**config.mk**
```make
export PLATFORM = sky130hd
export DESIGN_NAME = s_axis_cc_adapt_wide_flat
export DESIGN_NICKNAME = d
export VERILOG_FILES = /design/src/rtl/s_axis_cc_adapt_wide_pkg.sv /design/src/rtl/s_axis_cc_adapt_wide_if.sv /design/src/rtl/s_axis_cc_adapt_wide_fifo.sv /design/src/rtl/s_axis_cc_adapt_wide.sv /design/src/flat_wrapper.sv
export SDC_FILE = /design/constraint.sdc
export NUM_CORES = 1
export LEC_CHECK = 0
export ABC_CLOCK_PERIOD_IN_PS = 2570
export CAP_MARGIN = 40
export CORE_MARGIN = 4
export CORE_UTILIZATION = 45
export DETAILED_ROUTE_END_ITERATION = 8
export GPL_ROUTABILITY_DRIVEN = 0
export PLACE_DENSITY = 0.73
export SYNTH_ARGS = -nofsm -noshare
export SYNTH_HDL_FRONTEND = slang
export SYNTH_SLANG_ARGS = --single-unit
```
**constraint.sdc**
```tcl
create_clock -name user_clk -period 2.57 [get_ports user_clk]
set_input_delay 0.6425 -clock user_clk [delete_from_list [all_inputs] [get_ports user_clk]]
set_output_delay 0.6425 -clock user_clk [all_outputs]
set_load 0.01 [all_outputs]
```
**src/rtl/s_axis_cc_adapt_wide_pkg.sv**
```systemverilog
// Shared definitions for the s_axis_cc_adapt_wide completer-completion adapter:
// 3DW completion header field offsets, CC descriptor field offsets and the
// length-to-dword-count mapping.
package s_axis_cc_pkg;

    // Incoming 3DW PCIe completion header (first beat, bits [95:0])
    localparam int H_LEN_LSB  = 0;
    localparam int H_ATTR_LSB = 12;
    localparam int H_EP_BIT   = 14;
    localparam int H_TD_BIT   = 15;
    localparam int H_TC_LSB   = 20;
    localparam int H_FT_LSB   = 24;
    localparam int H_BC_LSB   = 32;
    localparam int H_ST_LSB   = 45;
    localparam int H_CID_LSB  = 48;
    localparam int H_LA_LSB   = 64;
    localparam int H_TAG_LSB  = 72;
    localparam int H_RID_LSB  = 80;

    // Outgoing UltraScale CC descriptor
    localparam int D_LA_LSB   = 0;
    localparam int D_BC_LSB   = 16;
    localparam int D_LOCK_BIT = 29;
    localparam int D_DW_LSB   = 32;
    localparam int D_ST_LSB   = 43;
    localparam int D_EP_BIT   = 46;
    localparam int D_RID_LSB  = 48;
    localparam int D_TAG_LSB  = 64;
    localparam int D_CID_LSB  = 72;
    localparam int D_TC_LSB   = 89;
    localparam int D_ATTR_LSB = 92;
    localparam int D_ECRC_BIT = 95;

    localparam int HDR_W     = 96;
    localparam int TUSER_W   = 4;
    localparam int TUSER_A_W = 33;

    localparam logic [5:0] LOCKED_CPL_FMT_TYPE = 6'b001011;

    // A zero length field means the maximum of 1024 dwords
    function automatic logic [10:0] len_to_dwcount(input logic [9:0] len);
        return (len == 10'd0) ? 11'd1024 : {1'b0, len};
    endfunction

endpackage

```
**src/rtl/s_axis_cc_adapt_wide_if.sv**
```systemverilog
// Stream bundle for s_axis_cc_adapt_wide: the LitePCIe-side TLP stream and the
// hard-block-side s_axis_cc stream. The adapter uses the slave modport, the
// surrounding logic (or bench) uses the master modport.
interface s_axis_cc_adapt_wide_if
    import s_axis_cc_pkg::*;
#(
    parameter int DATA_WIDTH = 128,
    parameter int KEEP_WIDTH = DATA_WIDTH/8
);
    logic [DATA_WIDTH-1:0]    s_axis_cc_tdata;
    logic [KEEP_WIDTH-1:0]    s_axis_cc_tkeep;
    logic                     s_axis_cc_tlast;
    logic                     s_axis_cc_tvalid;
    logic [TUSER_W-1:0]       s_axis_cc_tuser;
    logic                     s_axis_cc_tready;

    logic [DATA_WIDTH-1:0]    s_axis_cc_tdata_a;
    logic [DATA_WIDTH/32-1:0] s_axis_cc_tkeep_a;
    logic                     s_axis_cc_tlast_a;
    logic                     s_axis_cc_tvalid_a;
    logic [TUSER_A_W-1:0]     s_axis_cc_tuser_a;
    logic                     s_axis_cc_tready_a;

    modport slave (
        input  s_axis_cc_tdata, s_axis_cc_tkeep, s_axis_cc_tlast,
               s_axis_cc_tvalid, s_axis_cc_tuser, s_axis_cc_tready_a,
        output s_axis_cc_tready, s_axis_cc_tdata_a, s_axis_cc_tkeep_a,
               s_axis_cc_tlast_a, s_axis_cc_tvalid_a, s_axis_cc_tuser_a
    );

    modport master (
        output s_axis_cc_tdata, s_axis_cc_tkeep, s_axis_cc_tlast,
               s_axis_cc_tvalid, s_axis_cc_tuser, s_axis_cc_tready_a,
        input  s_axis_cc_tready, s_axis_cc_tdata_a, s_axis_cc_tkeep_a,
               s_axis_cc_tlast_a, s_axis_cc_tvalid_a, s_axis_cc_tuser_a
    );
endinterface

```
**src/rtl/s_axis_cc_adapt_wide_fifo.sv**
```systemverilog
// cc_sync_fifo: first-word-fall-through synchronous FIFO. DEPTH must be a
// power of two (pointers wrap naturally). Asynchronous active-low reset
// empties the FIFO and clears the storage.
module cc_sync_fifo #(
    parameter int WIDTH = 8,
    parameter int DEPTH = 4
) (
    input  logic             clk_i,
    input  logic             rst_ni,
    input  logic             wr_valid_i,
    input  logic [WIDTH-1:0] wr_data_i,
    output logic             wr_ready_o,
    output logic             rd_valid_o,
    output logic [WIDTH-1:0] rd_data_o,
    input  logic             rd_ready_i
);
    localparam int AW = (DEPTH > 1) ? $clog2(DEPTH) : 1;

    logic [WIDTH-1:0] mem_q [DEPTH];
    logic [AW-1:0]    wr_ptr_q, rd_ptr_q;
    logic [AW:0]      count_q;
    logic             push, pop;

    assign wr_ready_o = (count_q < (AW+1)'(DEPTH));
    assign rd_valid_o = (count_q != '0);
    assign rd_data_o  = mem_q[rd_ptr_q];
    assign push       = wr_valid_i && wr_ready_o;
    assign pop        = rd_valid_o && rd_ready_i;

    // Storage write and pointer/occupancy bookkeeping
    always_ff @(posedge clk_i or negedge rst_ni) begin
        if (!rst_ni) begin
            for (int i = 0; i < DEPTH; i++) mem_q[i] <= '0;
            wr_ptr_q <= '0;
            rd_ptr_q <= '0;
            count_q  <= '0;
        end else begin
            if (push) begin
                mem_q[wr_ptr_q] <= wr_data_i;
                wr_ptr_q        <= wr_ptr_q + 1'b1;
            end
            if (pop) rd_ptr_q <= rd_ptr_q + 1'b1;
            case ({push, pop})
                2'b10:   count_q <= count_q + 1'b1;
                2'b01:   count_q <= count_q - 1'b1;
                default: count_q <= count_q;
            endcase
        end
    end
endmodule

```
**src/rtl/s_axis_cc_adapt_wide.sv**
```systemverilog
// s_axis_cc_adapt_wide: LitePCIe completion stream -> UltraScale s_axis_cc.
// Buffers beats in an FWFT FIFO, rewrites the first beat's 3DW completion
// header into the CC descriptor, derives dword keep, holds discontinue
// sticky to the end of a packet and counts forwarded completions.
// Optional feature: define S_AXIS_CC_PARITY_EN to drive odd byte parity on
// tuser_a[32:1]; otherwise those bits are tied to zero.
module s_axis_cc_adapt_wide
    import s_axis_cc_pkg::*;
#(
    parameter int DATA_WIDTH = 128,
    parameter int KEEP_WIDTH = DATA_WIDTH/8,
    parameter int FIFO_DEPTH = 4
) (
    input  logic                  user_clk,
    input  logic                  user_reset_n,
    s_axis_cc_adapt_wide_if.slave cc,
    output logic [15:0]           cpl_count
);
    localparam int DKW    = DATA_WIDTH/32;
    localparam int NBYTES = DATA_WIDTH/8;
    // Only the ECRC-request and discontinue tuser bits matter downstream
    localparam int FW     = 2 + DKW + 1 + DATA_WIDTH;

    logic [DKW-1:0]        dkeep;
    logic [FW-1:0]         wr_data, rd_data;
    logic                  rd_valid;
    logic                  beat_disc, beat_ecrc, beat_last;
    logic [DKW-1:0]        beat_keep;
    logic [DATA_WIDTH-1:0] beat_data, data_a;
    logic [31:0]           parity;
    logic                  disc_out, xfer;
    logic                  first_q, first_d;
    logic                  sticky_q, sticky_d;
    logic [15:0]           cpl_q, cpl_d;

    // Map the completion header onto the CC descriptor
    function automatic logic [HDR_W-1:0] build_desc(input logic [HDR_W-1:0] h,
                                                    input logic ecrc);
        logic [HDR_W-1:0] d;
        d = '0;
        d[D_LA_LSB +: 7]   = h[H_LA_LSB +: 7];
        d[D_BC_LSB +: 13]  = {1'b0, h[H_BC_LSB +: 12]};
        d[D_LOCK_BIT]      = (h[H_FT_LSB +: 6] == LOCKED_CPL_FMT_TYPE);
        d[D_DW_LSB +: 11]  = len_to_dwcount(h[H_LEN_LSB +: 10]);
        d[D_ST_LSB +: 3]   = h[H_ST_LSB +: 3];
        d[D_EP_BIT]        = h[H_EP_BIT];
        d[D_RID_LSB +: 16] = h[H_RID_LSB +: 16];
        d[D_TAG_LSB +: 8]  = h[H_TAG_LSB +: 8];
        d[D_CID_LSB +: 16] = h[H_CID_LSB +: 16];
        d[D_TC_LSB +: 3]   = h[H_TC_LSB +: 3];
        d[D_ATTR_LSB +: 3] = {1'b0, h[H_ATTR_LSB +: 2]};
        d[D_ECRC_BIT]      = h[H_TD_BIT] | ecrc;
        return d;
    endfunction

    // Byte enables collapse to one keep bit per dword
    always_comb begin
        dkeep = '0;
        for (int i = 0; i < DKW; i++) dkeep[i] = |cc.s_axis_cc_tkeep[4*i +: 4];
    end

    assign wr_data = {cc.s_axis_cc_tuser[3], cc.s_axis_cc_tuser[0], dkeep,
                      cc.s_axis_cc_tlast, cc.s_axis_cc_tdata};

    cc_sync_fifo #(
        .WIDTH (FW),
        .DEPTH (FIFO_DEPTH)
    ) u_fifo (
        .clk_i      (user_clk),
        .rst_ni     (user_reset_n),
        .wr_valid_i (cc.s_axis_cc_tvalid),
        .wr_data_i  (wr_data),
        .wr_ready_o (cc.s_axis_cc_tready),
        .rd_valid_o (rd_valid),
        .rd_data_o  (rd_data),
        .rd_ready_i (cc.s_axis_cc_tready_a)
    );

    assign {beat_disc, beat_ecrc, beat_keep, beat_last, beat_data} = rd_data;
    assign xfer     = rd_valid && cc.s_axis_cc_tready_a;
    assign disc_out = beat_disc | sticky_q;

    // First beat of a packet carries the rewritten descriptor
    always_comb begin
        data_a = beat_data;
        if (first_q) data_a[HDR_W-1:0] = build_desc(beat_data[HDR_W-1:0], beat_ecrc);
    end

`ifdef S_AXIS_CC_PARITY_EN
    // Odd parity per output byte, taken after the descriptor rewrite
    always_comb begin
        parity = '0;
        for (int k = 0; k < NBYTES; k++) parity[k] = ~^data_a[8*k +: 8];
    end
`else
    assign parity = '0;
`endif

    // Packet-position, sticky-discontinue and completion-count next state
    always_comb begin
        first_d  = first_q;
        sticky_d = sticky_q;
        cpl_d    = cpl_q;
        if (xfer) begin
            first_d  = beat_last;
            sticky_d = beat_last ? 1'b0 : disc_out;
            if (beat_last) cpl_d = cpl_q + 16'd1;
        end
    end

    // Control state registers
    always_ff @(posedge user_clk or negedge user_reset_n) begin
        if (!user_reset_n) begin
            first_q  <= 1'b1;
            sticky_q <= 1'b0;
            cpl_q    <= '0;
        end else begin
            first_q  <= first_d;
            sticky_q <= sticky_d;
            cpl_q    <= cpl_d;
        end
    end

    // Outputs read as zero whenever nothing is presented
    assign cc.s_axis_cc_tvalid_a = rd_valid;
    assign cc.s_axis_cc_tdata_a  = rd_valid ? data_a : '0;
    assign cc.s_axis_cc_tkeep_a  = rd_valid ? beat_keep : '0;
    assign cc.s_axis_cc_tlast_a  = rd_valid && beat_last;
    assign cc.s_axis_cc_tuser_a  = rd_valid ? {parity, disc_out} : '0;
    assign cpl_count             = cpl_q;
endmodule

```
**src/flat_wrapper.sv**
```systemverilog
// flat-port wrapper written by rule: the top's interface ports become plain ports
module s_axis_cc_adapt_wide_flat import s_axis_cc_pkg::*;
#(
    parameter int DATA_WIDTH = 128,
    parameter int KEEP_WIDTH = DATA_WIDTH/8,
    parameter int FIFO_DEPTH = 4
)
  (user_clk, user_reset_n, cpl_count, cc_s_axis_cc_tdata, cc_s_axis_cc_tkeep, cc_s_axis_cc_tlast, cc_s_axis_cc_tvalid, cc_s_axis_cc_tuser, cc_s_axis_cc_tready_a, cc_s_axis_cc_tready, cc_s_axis_cc_tdata_a, cc_s_axis_cc_tkeep_a, cc_s_axis_cc_tlast_a, cc_s_axis_cc_tvalid_a, cc_s_axis_cc_tuser_a);
  s_axis_cc_adapt_wide_if #(.DATA_WIDTH(DATA_WIDTH), .KEEP_WIDTH(KEEP_WIDTH)) cc_i ();
  input  logic user_clk;
  input  logic user_reset_n;
  output logic [15:0] cpl_count;
  input wire logic [$bits(cc_i.s_axis_cc_tdata)-1:0] cc_s_axis_cc_tdata;
  input wire logic [$bits(cc_i.s_axis_cc_tkeep)-1:0] cc_s_axis_cc_tkeep;
  input wire logic [$bits(cc_i.s_axis_cc_tlast)-1:0] cc_s_axis_cc_tlast;
  input wire logic [$bits(cc_i.s_axis_cc_tvalid)-1:0] cc_s_axis_cc_tvalid;
  input wire logic [$bits(cc_i.s_axis_cc_tuser)-1:0] cc_s_axis_cc_tuser;
  input wire logic [$bits(cc_i.s_axis_cc_tready_a)-1:0] cc_s_axis_cc_tready_a;
  output wire logic [$bits(cc_i.s_axis_cc_tready)-1:0] cc_s_axis_cc_tready;
  output wire logic [$bits(cc_i.s_axis_cc_tdata_a)-1:0] cc_s_axis_cc_tdata_a;
  output wire logic [$bits(cc_i.s_axis_cc_tkeep_a)-1:0] cc_s_axis_cc_tkeep_a;
  output wire logic [$bits(cc_i.s_axis_cc_tlast_a)-1:0] cc_s_axis_cc_tlast_a;
  output wire logic [$bits(cc_i.s_axis_cc_tvalid_a)-1:0] cc_s_axis_cc_tvalid_a;
  output wire logic [$bits(cc_i.s_axis_cc_tuser_a)-1:0] cc_s_axis_cc_tuser_a;
  assign cc_i.s_axis_cc_tdata = cc_s_axis_cc_tdata;
  assign cc_i.s_axis_cc_tkeep = cc_s_axis_cc_tkeep;
  assign cc_i.s_axis_cc_tlast = cc_s_axis_cc_tlast;
  assign cc_i.s_axis_cc_tvalid = cc_s_axis_cc_tvalid;
  assign cc_i.s_axis_cc_tuser = cc_s_axis_cc_tuser;
  assign cc_i.s_axis_cc_tready_a = cc_s_axis_cc_tready_a;
  assign cc_s_axis_cc_tready = cc_i.s_axis_cc_tready;
  assign cc_s_axis_cc_tdata_a = cc_i.s_axis_cc_tdata_a;
  assign cc_s_axis_cc_tkeep_a = cc_i.s_axis_cc_tkeep_a;
  assign cc_s_axis_cc_tlast_a = cc_i.s_axis_cc_tlast_a;
  assign cc_s_axis_cc_tvalid_a = cc_i.s_axis_cc_tvalid_a;
  assign cc_s_axis_cc_tuser_a = cc_i.s_axis_cc_tuser_a;
  s_axis_cc_adapt_wide #(.DATA_WIDTH(DATA_WIDTH), .KEEP_WIDTH(KEEP_WIDTH), .FIFO_DEPTH(FIFO_DEPTH)) u_core (.user_clk(user_clk), .user_reset_n(user_reset_n), .cc(cc_i), .cpl_count(cpl_count));
endmodule
```
==> results by stage, run 1 <==
Worst setup path:
- The setup check on the worst reg-to-reg path leaves a slack of ~0.05 ns.
- The data required time of the worst path is 1.93 ns.
- For the worst flop-to-flop path, the logic depth is 11.
- The worst setup path is captured at an output port.
- The critical path is of the reg2out type.
- The worst setup path startpoint is u_core.u_fifo.rd_ptr_q[0].
- For the worst setup path, the data arrival time is roughly 2.6 ns.
- The launching point of the worst reg2reg path is u_core.u_fifo.rd_ptr_q[0].
- In this run the critical register-to-register path is captured at u_core.cpl_count[14].
- Along the worst path, the maximum fanout reaches 6.
- STA classifies the critical path startpoint as a flip-flop.
- Following the worst setup path forward leads to its endpoint at cc_s_axis_cc_tdata_a[42].

Detailed routing:
- The number of iterations in the first detailed-routing pass is 4.
- The number of remaining DRC errors is 0.
- After detailed routing, the average wire length per cell comes to approximately 23 um.
- The uppermost layer routed is met5.
- In this run the remaining antenna-violating nets after routing total 0.
- The via count is 16.6k.
- The number of DRC markers after the initial detailed-route iteration is 821.
- Summed over all nets, wire length on met3 after detailed routing comes to ~4.5 mm.
- For this block, the routed nets add up to between 70 and 80 mm of wire.
- Using the TritonRoute via totals, the vias-per-cell ratio works out to about 5.5.
- In the final routing, the length of wire on met1 measures around 29 mm.
- Wire segments on met2 add up to approximately 35 mm in the final route.

CTS:
- The maximum buffer depth of the clock tree is 3.
- After clock tree synthesis, the clock-pin slew on the worst setup and hold paths is 0.06 ns.
- The library cell used as clock root buffer is sky130_fd_sc_hd__clkbuf_16.
- Buffers inserted during clock tree synthesis total 59.
- The insertion delay of the later-clocked pin in the worst-skew pair is ~0.63 ns.
- The TritonCTS clock tree is yes.
- CTS saw between 500 and 600 sinks.
- The depth of the CTS H-tree is 2.

GRT:
- The number of antenna violations at the first check in global routing was 8.
- Entering global routing, the biggest net connects 77 pins.
- The global-route congestion overflow total is 0.
- The global-route wire length before repair is 107 mm.
- The number of global-route vias before repair is 18.0k.
- Across every metal layer, demand over resource in global routing totals a little over a fifth.

Status:
- The run finished, with violations left.
- The checks that failed: negative setup slack.

Finish:
- The post-route netlist has 55.1% of its cells at a drive strength greater than 1.
- The post-layout instance area is between 0.03 and 0.04 sq mm.
- Cells fill 60.6% of the core in the end.
- Compared with the post-synthesis result, the final layout area differs by 33.3%.
- The post-layout net count is 2380.
- The footprint of the multi-input gates is about 0.012 sq mm.
- Summing all flip-flop and latch instances after layout gives between 0.01 and 0.015 sq mm.
- Leaving out filler cells and counting taps, the final layout contains between 3k and 4k.
- Fill cells in the final layout number approximately 4.3k.

Logic synthesis:
- The netlist uses 39 different library cells.
- The cell count after synthesis came out at 1711.
- In this run the mean area of a mapped cell was about 15 sq um.
- The mapped netlist covers about 0.026 sq mm.
- The number of warnings printed during yosys synthesis is 0.
- The sequential cell area fraction in the yosys report is a little over half.
- In this run, synthesis produced a sequential element count of 565.

Timing:
- Setup repair after global routing could not meet its margin everywhere.
- The final number of max-transition violations came to 0.
- Setup violations remaining at the end of the flow were counted as approximately 130.
- The post-route clock period utilization is 128%.
- The relative max-transition margin is approximately half.
- The hold violation count in the final report is 0.
- The worst path setup slack after routing is -0.710 ns.
- Based on the critical path, the design can be clocked at up to about 0.30 GHz.
- For the final database, setup skew stands at 0.0228 ns.
- The minimum period implied by the final worst setup slack is 3.28 ns.
- For the pin with the worst max-slew slack, the measured transition is between 0.7 and 0.8 ns.

Floorplan:
- The initial core utilization is 45.4%.
- The die is about 250 um tall.
- between 300 and 400 I/O pins were placed.
- The number of standard-cell rows in the floorplan is 88.
- The floorplan step set the die width to around 250 um.
- After floorplanning, the core was sized to cover 0.0576 sq mm.
- The total die area is 0.0620 sq mm.

Pwr:
- The worst IR drop on VDD is 0.977 mV.
- For this design the ratio of total power to cell area is around 1500 mW/mm^2.
- The static leakage is ~15 nW.

Hold path:
- The kind of path behind the tightest hold check is reg2reg.
- The origin of the worst min-delay path is u_core.u_fifo.mem_q[401].

Placed design:
- The number of placed instances, taps included, is roughly 2.8k.
- The number of input and output port buffers inserted is between 300 and 400.
- The total half-perimeter wirelength after legalization and detailed placement is ~46 mm.
- The instance area after placement is 0.0311 sq mm.

Flow run:
- The reported max-cap violation count is 0.
layout make-up:
type	instances	area share [%]
clock buffer	87	5.03
clock inverter	20	0.721
sequential	565	40.6
inverter	9	0.0969
timing repair buffer	565	17.5
tap	765	2.74
antenna	2	0.0143
multi-input combinational	1020	33.4
cells in the final DEF (no fill, tap or decap), types with 14 or more instances in the layout:
master,n
sky130_fd_sc_hd__dfrtp_1,562
sky130_fd_sc_hd__mux2_2,525
sky130_fd_sc_hd__clkdlybuf4s50_1,166
sky130_fd_sc_hd__buf_6,146
sky130_fd_sc_hd__mux4_2,134
sky130_fd_sc_hd__buf_4,83
sky130_fd_sc_hd__buf_2,77
sky130_fd_sc_hd__nor2_1,71
sky130_fd_sc_hd__buf_12,63
sky130_fd_sc_hd__clkbuf_16,62
sky130_fd_sc_hd__mux2i_1,60
sky130_fd_sc_hd__and2_4,47
sky130_fd_sc_hd__conb_1,32
sky130_fd_sc_hd__nand2_1,21
sky130_fd_sc_hd__xnor2_1,18
sky130_fd_sc_hd__o21ai_0,17
sky130_fd_sc_hd__clkbuf_8,15
sky130_fd_sc_hd__nor2_2,14
routing by layer:
layer / track usage (%) / vias up
met3: 5.34 / 108
li1: - / 7227
met1: 29.3 / 8747
met5: 0 / -
met4: 6.18 / 12
met2: 36.4 / 485
report_power, final:
part           switching, W  total (W)  internal, W
logic                0.0121     0.0291       0.0170
clock network       0.00355    0.00875      0.00520
registers           0.00227     0.0156       0.0134
total                0.0179     0.0535       0.0356
kinds of logic (layout without fill, tap and decap cells):
family	count (synthesis)	after routing	synth area share (%)
XOR/XNOR	21	21	0.703
AND/OR/NAND/NOR	197	197	3.71
flip-flops	565	565	54.1
adder cells (fa/ha/maj)	7	7	0.364
multiplexers	740	740	37.4
buffers and inverters	157	681	3.31
other	1	34	0.0143
AO/OA/AOI/OAI	23	23	0.474
synth_stat cells:
library cell,instances,area (sq um)
sky130_fd_sc_hd__dfrtp_1,564,14100
sky130_fd_sc_hd__mux2_2,525,5910
sky130_fd_sc_hd__mux4_2,129,2910
sky130_fd_sc_hd__nor2_1,85,319
sky130_fd_sc_hd__mux2i_1,79,791
sky130_fd_sc_hd__buf_2,67,335
sky130_fd_sc_hd__and2_1,56,350
sky130_fd_sc_hd__buf_4,46,345
sky130_fd_sc_hd__clkbuf_1,31,116
sky130_fd_sc_hd__nand2_1,25,93.8
sky130_fd_sc_hd__o21ai_0,18,90.1
sky130_fd_sc_hd__xnor2_1,18,158
sky130_fd_sc_hd__inv_1,9,33.8
sky130_fd_sc_hd__nand3_1,8,40.0
sky130_fd_sc_hd__nand4_1,7,43.8
sky130_fd_sc_hd__ha_1,6,75.1
sky130_fd_sc_hd__mux4_1,6,158
sky130_fd_sc_hd__nor4_1,6,37.5
sky130_fd_sc_hd__a21oi_1,3,15.0
sky130_fd_sc_hd__xor2_1,3,26.3
sky130_fd_sc_hd__buf_1,2,7.51
sky130_fd_sc_hd__a32o_1,1,10.0
sky130_fd_sc_hd__and3_1,1,6.26
sky130_fd_sc_hd__and4_1,1,8.76
sky130_fd_sc_hd__and4bb_1,1,12.5
sky130_fd_sc_hd__buf_6,1,11.3
sky130_fd_sc_hd__buf_8,1,15.0
sky130_fd_sc_hd__conb_1,1,3.75
sky130_fd_sc_hd__dfstp_2,1,26.3
sky130_fd_sc_hd__fa_1,1,20.0
sky130_fd_sc_hd__mux2_1,1,11.3
sky130_fd_sc_hd__nand2b_1,1,6.26
sky130_fd_sc_hd__nand4b_1,1,8.76
sky130_fd_sc_hd__nor2b_1,1,6.26
sky130_fd_sc_hd__nor3_1,1,5.00
sky130_fd_sc_hd__nor3_2,1,10.0
sky130_fd_sc_hd__nor4_2,1,12.5
sky130_fd_sc_hd__nor4b_1,1,8.76
sky130_fd_sc_hd__o31a_1,1,8.76
stage by stage:
stage | power (W) | worst slack, ns | hold slack (ns) | TNS (ns)
after detailed placement | 0.0407 | -0.493 | 0.473 | -40.79
after CTS | 0.0521 | -0.827 | 0.484 | -83.48
final | 0.0535 | -0.710 | 0.487 | -75.67
after floorplan | 0.0293 | 0.259 | 0.347 | 0
after global placement | 0.0398 | -0.454 | 0.457 | -40.20
after global routing | 0.0563 | -0.813 | 0.503 | -87.21
state kept, by name, indices dropped and copies added (netlist names):
| register | count |
|---|---|
| u_core.u_fifo.rd_ptr_q | 2 |
| u_core.u_fifo.wr_ptr_q | 2 |
| u_core.u_fifo.count_q | 3 |
| u_core.u_fifo.mem_q | 540 |
| u_core.sticky_q | 1 |
| u_core.first_q | 1 |
| u_core.cpl_count | 16 |
what timing repair did:
item | 4_1_cts | 5_1_grt
hold buffers | 1 | 0
resized for setup | 689 | 152
buffers inserted | 95 | 40
pin swaps | 26 | 66
gates cloned | 10 | 2
endpoints found under the setup margin | 135 | 145
endpoints found under the hold margin | 44 | 0
worst min path at each step:
stage               slack [ns]  cells past startpoint                        to
floorplan                 0.35                      0       u_core.cpl_count[0]
global placement          0.46                      2  u_core.u_fifo.mem_q[399]
detailed placement        0.47                      2  u_core.u_fifo.mem_q[130]
CTS                       0.48                      2  u_core.u_fifo.mem_q[266]
global route              0.50                      1  u_core.u_fifo.mem_q[183]
finish                    0.49                      2  u_core.u_fifo.mem_q[401]
critical path: stages (launching register included):
cell                      delay (ns)
sky130_fd_sc_hd__dfrtp_4        0.52
sky130_fd_sc_hd__buf_6          0.14
sky130_fd_sc_hd__buf_16         0.12
sky130_fd_sc_hd__mux4_2         0.53
sky130_fd_sc_hd__buf_4          0.17
sky130_fd_sc_hd__nor3_4         0.20
sky130_fd_sc_hd__a32o_2         0.24
sky130_fd_sc_hd__buf_6          0.11
Note: power is estimated with default switching activity, not from simulation.
==> inputs of run 2 (changes only) <==
- CTS_BUF_LIST: unset -> sky130_fd_sc_hd__clkbuf_4 sky130_fd_sc_hd__clkbuf_8
==> results by stage, run 2 (synthesis results as in run 1) <==
Pwr:
- The switching power of the nets was 0.0177 W (-1.4%).
- The power share of the combinational group is 52.8% (-1.6 points).
- The static leakage was 15.5 nW (+0.10%).
- The sequential group share of total power is 30.2% (+1.0 points).
- The worst IR drop on VDD is 0.795 mV (-19%).
- The internal power component is 0.0341 W (-4.2%).
- The fraction of power spent switching nets is 34.1% (+0.66 points).
- The total power density per cell area was 1500 mW/mm^2 (-2.3%).
- The total chip power is 0.0517 W (-3.3%).
- The power share of the clock group is 17.0% (+0.6 points).

Detailed routing:
- The number of remaining DRC errors was 0 (unchanged).
- The final routed wire length divided by cell count is 22.8 um (-1.2%).
- The number of nets with antenna violations after detailed routing is 0 (unchanged).
- The final wirelength is 70.2 mm (+0.33%).
- The number of vias per cell was 5.43 (-0.61%).
- The number of DRC markers after the initial detailed-route iteration is 751 (-8.5%).
- The via count is 16.7k (+0.93%).
- The number of iterations in the first detailed-routing pass is 5 (+1).

GRT:
- The global-route congestion overflow total is 0 (unchanged).
- The pin count of the biggest net entering global routing is 77 (unchanged).
- The number of antenna violations at the first check in global routing is 13 (+5).
- The global-route wire length before repair was 108 mm (+0.26%).
- The global-route usage over all layers is 22.2% (+0.20 points).
- The number of global-route vias before repair is 18.3k (+1.2%).

Finish:
- The library cell used most frequently in the layout, excluding fill and tap cells, is sky130_fd_sc_hd__dfrtp_1.
- More flip-flops sit in one register than any other, and that register is u_core.u_fifo.mem_q.
- The top cell types in the final layout, fill and taps aside, are sky130_fd_sc_hd__dfrtp_1, sky130_fd_sc_hd__mux2_2, sky130_fd_sc_hd__clkdlybuf4s50_1.
- The post-layout net count is 2394 (+0.59%).
- The fraction of final layout cells sized beyond drive strength 1 is 55.1% (about the same).
- The post-layout instance area is 0.0345 sq mm (-0.95%).
- The flip-flop count of the largest register after layout was 540 (unchanged).
- The number of fill cells is 4314 (+1.4%).
- The synthesis-to-finish area growth is 32.1%.
- The post-route core utilization is 60.0% (-0.58 points).

CTS:
- The TritonCTS clock tree is yes.
- The clock sink total is 565 (unchanged).
- The CTS clock-pin slew for the worst setup and hold paths is 0.06 ns (about the same).
- The maximum buffer depth of the clock tree is 3 (unchanged).
- The number of CTS-inserted buffers is 96 (+63%).
- The depth of the CTS H-tree is 3 (+1).
- The insertion delay of the later-clocked pin in the worst-skew pair is 0.68 ns (+0.05 ns).
- The tree is rooted in a sky130_fd_sc_hd__clkbuf_8.

Floorplan:
- The number of standard-cell rows in the floorplan is 88 (unchanged).
- The horizontal die dimension was 249 um (unchanged).
- The count of boundary I/O pins was 337 (unchanged).
- The core outline area is 0.0576 sq mm (unchanged).
- The total die area is 0.0620 sq mm (unchanged).
- The initial core utilization is 45.4% (unchanged).
- The die extent in y is 249 um (unchanged).

Placed design:
- The total half-perimeter wirelength after legalization and detailed placement was 45.7 mm (unchanged).
- The number of input and output port buffers inserted is 302 (unchanged).
- The instance area after placement was 0.0311 sq mm (unchanged).

Timing:
- The highest attainable clock frequency is 0.287 GHz (-5.7%).
- The relative max-transition margin came to 49.7% (-2.2 points).
- The minimum period implied by the final worst setup slack is 3.48 ns (+0.200 ns).
- The final number of max-transition violations was 0 (unchanged).
- The accumulated negative setup slack came to -89.33 ns (-13.66 ns).
- The hold violation count in the final report is 0 (unchanged).
- Setup repair after global routing could not meet its margin everywhere.
- The worst path setup slack after routing is -0.909 ns (-0.200 ns).
- The worst-margin pin slew is 0.747 ns (+0.0325 ns).
- The post-route clock period utilization is 135% (+7.8 points).
- The final worst clock skew is 0.0210 ns (-0.00172 ns).
- The number of setup violations in the final report is 134 (unchanged).

Flow run:
- The reported max-cap violation count is 0 (unchanged).

Worst setup path:
- The arrival time of the worst setup path is 2.84 ns (+0.20 ns).
- The worst setup path is of the reg2out kind.
- The category of the worst setup path launch point is a flip-flop.
- The endpoint type of the worst setup path is an output port.
- The maximum fanout along the worst path is 6 (unchanged).
- The data required time of the worst path is 1.93 ns (about the same).

Hold path:
- The kind of path behind the tightest hold check is reg2reg.

Status:
- The run finished, with violations left.
- The final reports fail on negative setup slack.
run 2: cell types whose count changed in the layout (fill, tap and decap cells not counted), sizes merged, moves of 3 or more:
cell / before / now
buf: 388 / 325
bufinv: 5 / 2
clkbuf: 96 / 182
clkdlybuf4s15: 0 / 13
dlymetal6s2s: 0 / 10
inv: 10 / 14
run 2: path summary, 6_finish.rpt:
| kind | end | from | slack, ns | cells past startpoint |
|---|---|---|---|---|
| min reg2reg | u_core.u_fifo.mem_q[130] | u_core.u_fifo.mem_q[130] | 0.48 | 2 |
| max | cc_s_axis_cc_tdata_a[61] | u_core.u_fifo.rd_ptr_q[0] | -0.91 | 10 |
| max reg2reg | u_core.cpl_count[7] | u_core.u_fifo.rd_ptr_q[0] | 0.03 | 9 |
| max in group asynchronous | u_core.u_fifo.mem_q[522] | user_reset_n | 1.17 | 4 |
| min in group asynchronous | u_core.u_fifo.mem_q[450] | user_reset_n | 0.50 | 2 |
| min | u_core.u_fifo.mem_q[130] | u_core.u_fifo.mem_q[130] | 0.48 | 2 |
run 2: timing repair:
action	CTS	global route
hold buffers	1	0
gates resized for setup	452	202
cloned	11	2
pin swaps	15	35
endpoints found under the hold margin	44	0
endpoints found under the setup margin	136	134
setup buffers	46	58
run 2: per-layer routing:
| metal | up-vias | global-route usage, % | share of wire (%) |
|---|---|---|---|
| li1 | 7296 | - | - |
| met1 | 8784 | 28.8 | 42 |
| met2 | 496 | 36.5 | 49 |
| met3 | 138 | 5.67 | 6.2 |
| met4 | 20 | 8.07 | 2.7 |
| met5 | - | 0 | 0.28 |
run 2: metrics by stage:
step / std cells / worst slack, ns / hold WS (ns)
3_3_place_gp: 2791 / -0.454 / 0.457
3_5_place_dp: 2791 / -0.493 / 0.473
6_report: 3080 / -0.909 / 0.482
4_1_cts: 3024 / -1.06 / 0.477
5_1_grt: 3080 / -0.997 / 0.505
2_1_floorplan: 1742 / 0.259 / 0.347
run 2: cell type report:
type / count / area (sq um) / share of cell area [%]
clock inverters: 19 / 186 / 0.540
inverters: 9 / 41.3 / 0.120
well taps: 765 / 957 / 2.77
multi-input cells: 1020 / 11500 / 33.4
diodes: 4 / 10.0 / 0.0290
repair buffers: 542 / 5710 / 16.5
clock buffers: 156 / 1950 / 5.65
flip-flops and latches: 565 / 14200 / 41.0
run 2: power groups by stage:
stage	registers, W	clock network, W	logic (W)
after floorplan	0.0148	0	0.0146
after global placement	0.0152	0	0.0246
after detailed placement	0.0156	0	0.0250
after CTS	0.0155	0.00899	0.0262
after global routing	0.0160	0.00943	0.0291
final	0.0156	0.00878	0.0273
run 2: critical path, cell delays in order (launching register included):
cell and delay, ns:
sky130_fd_sc_hd__dfrtp_4 0.54, sky130_fd_sc_hd__clkbuf_16 0.19, sky130_fd_sc_hd__buf_12 0.13, sky130_fd_sc_hd__buf_16 0.14, sky130_fd_sc_hd__buf_12 0.13, sky130_fd_sc_hd__buf_6 0.10
sky130_fd_sc_hd__mux4_2 0.46, sky130_fd_sc_hd__buf_6 0.14, sky130_fd_sc_hd__mux2i_1 0.12, sky130_fd_sc_hd__nor2_1 0.06, sky130_fd_sc_hd__buf_2 0.14
==> inputs of run 3 (changes only) <==
- SLEW_MARGIN: unset -> 25
==> results of run 3 <==
No change in the layout: final DEF, timing and power equal those of run 2.
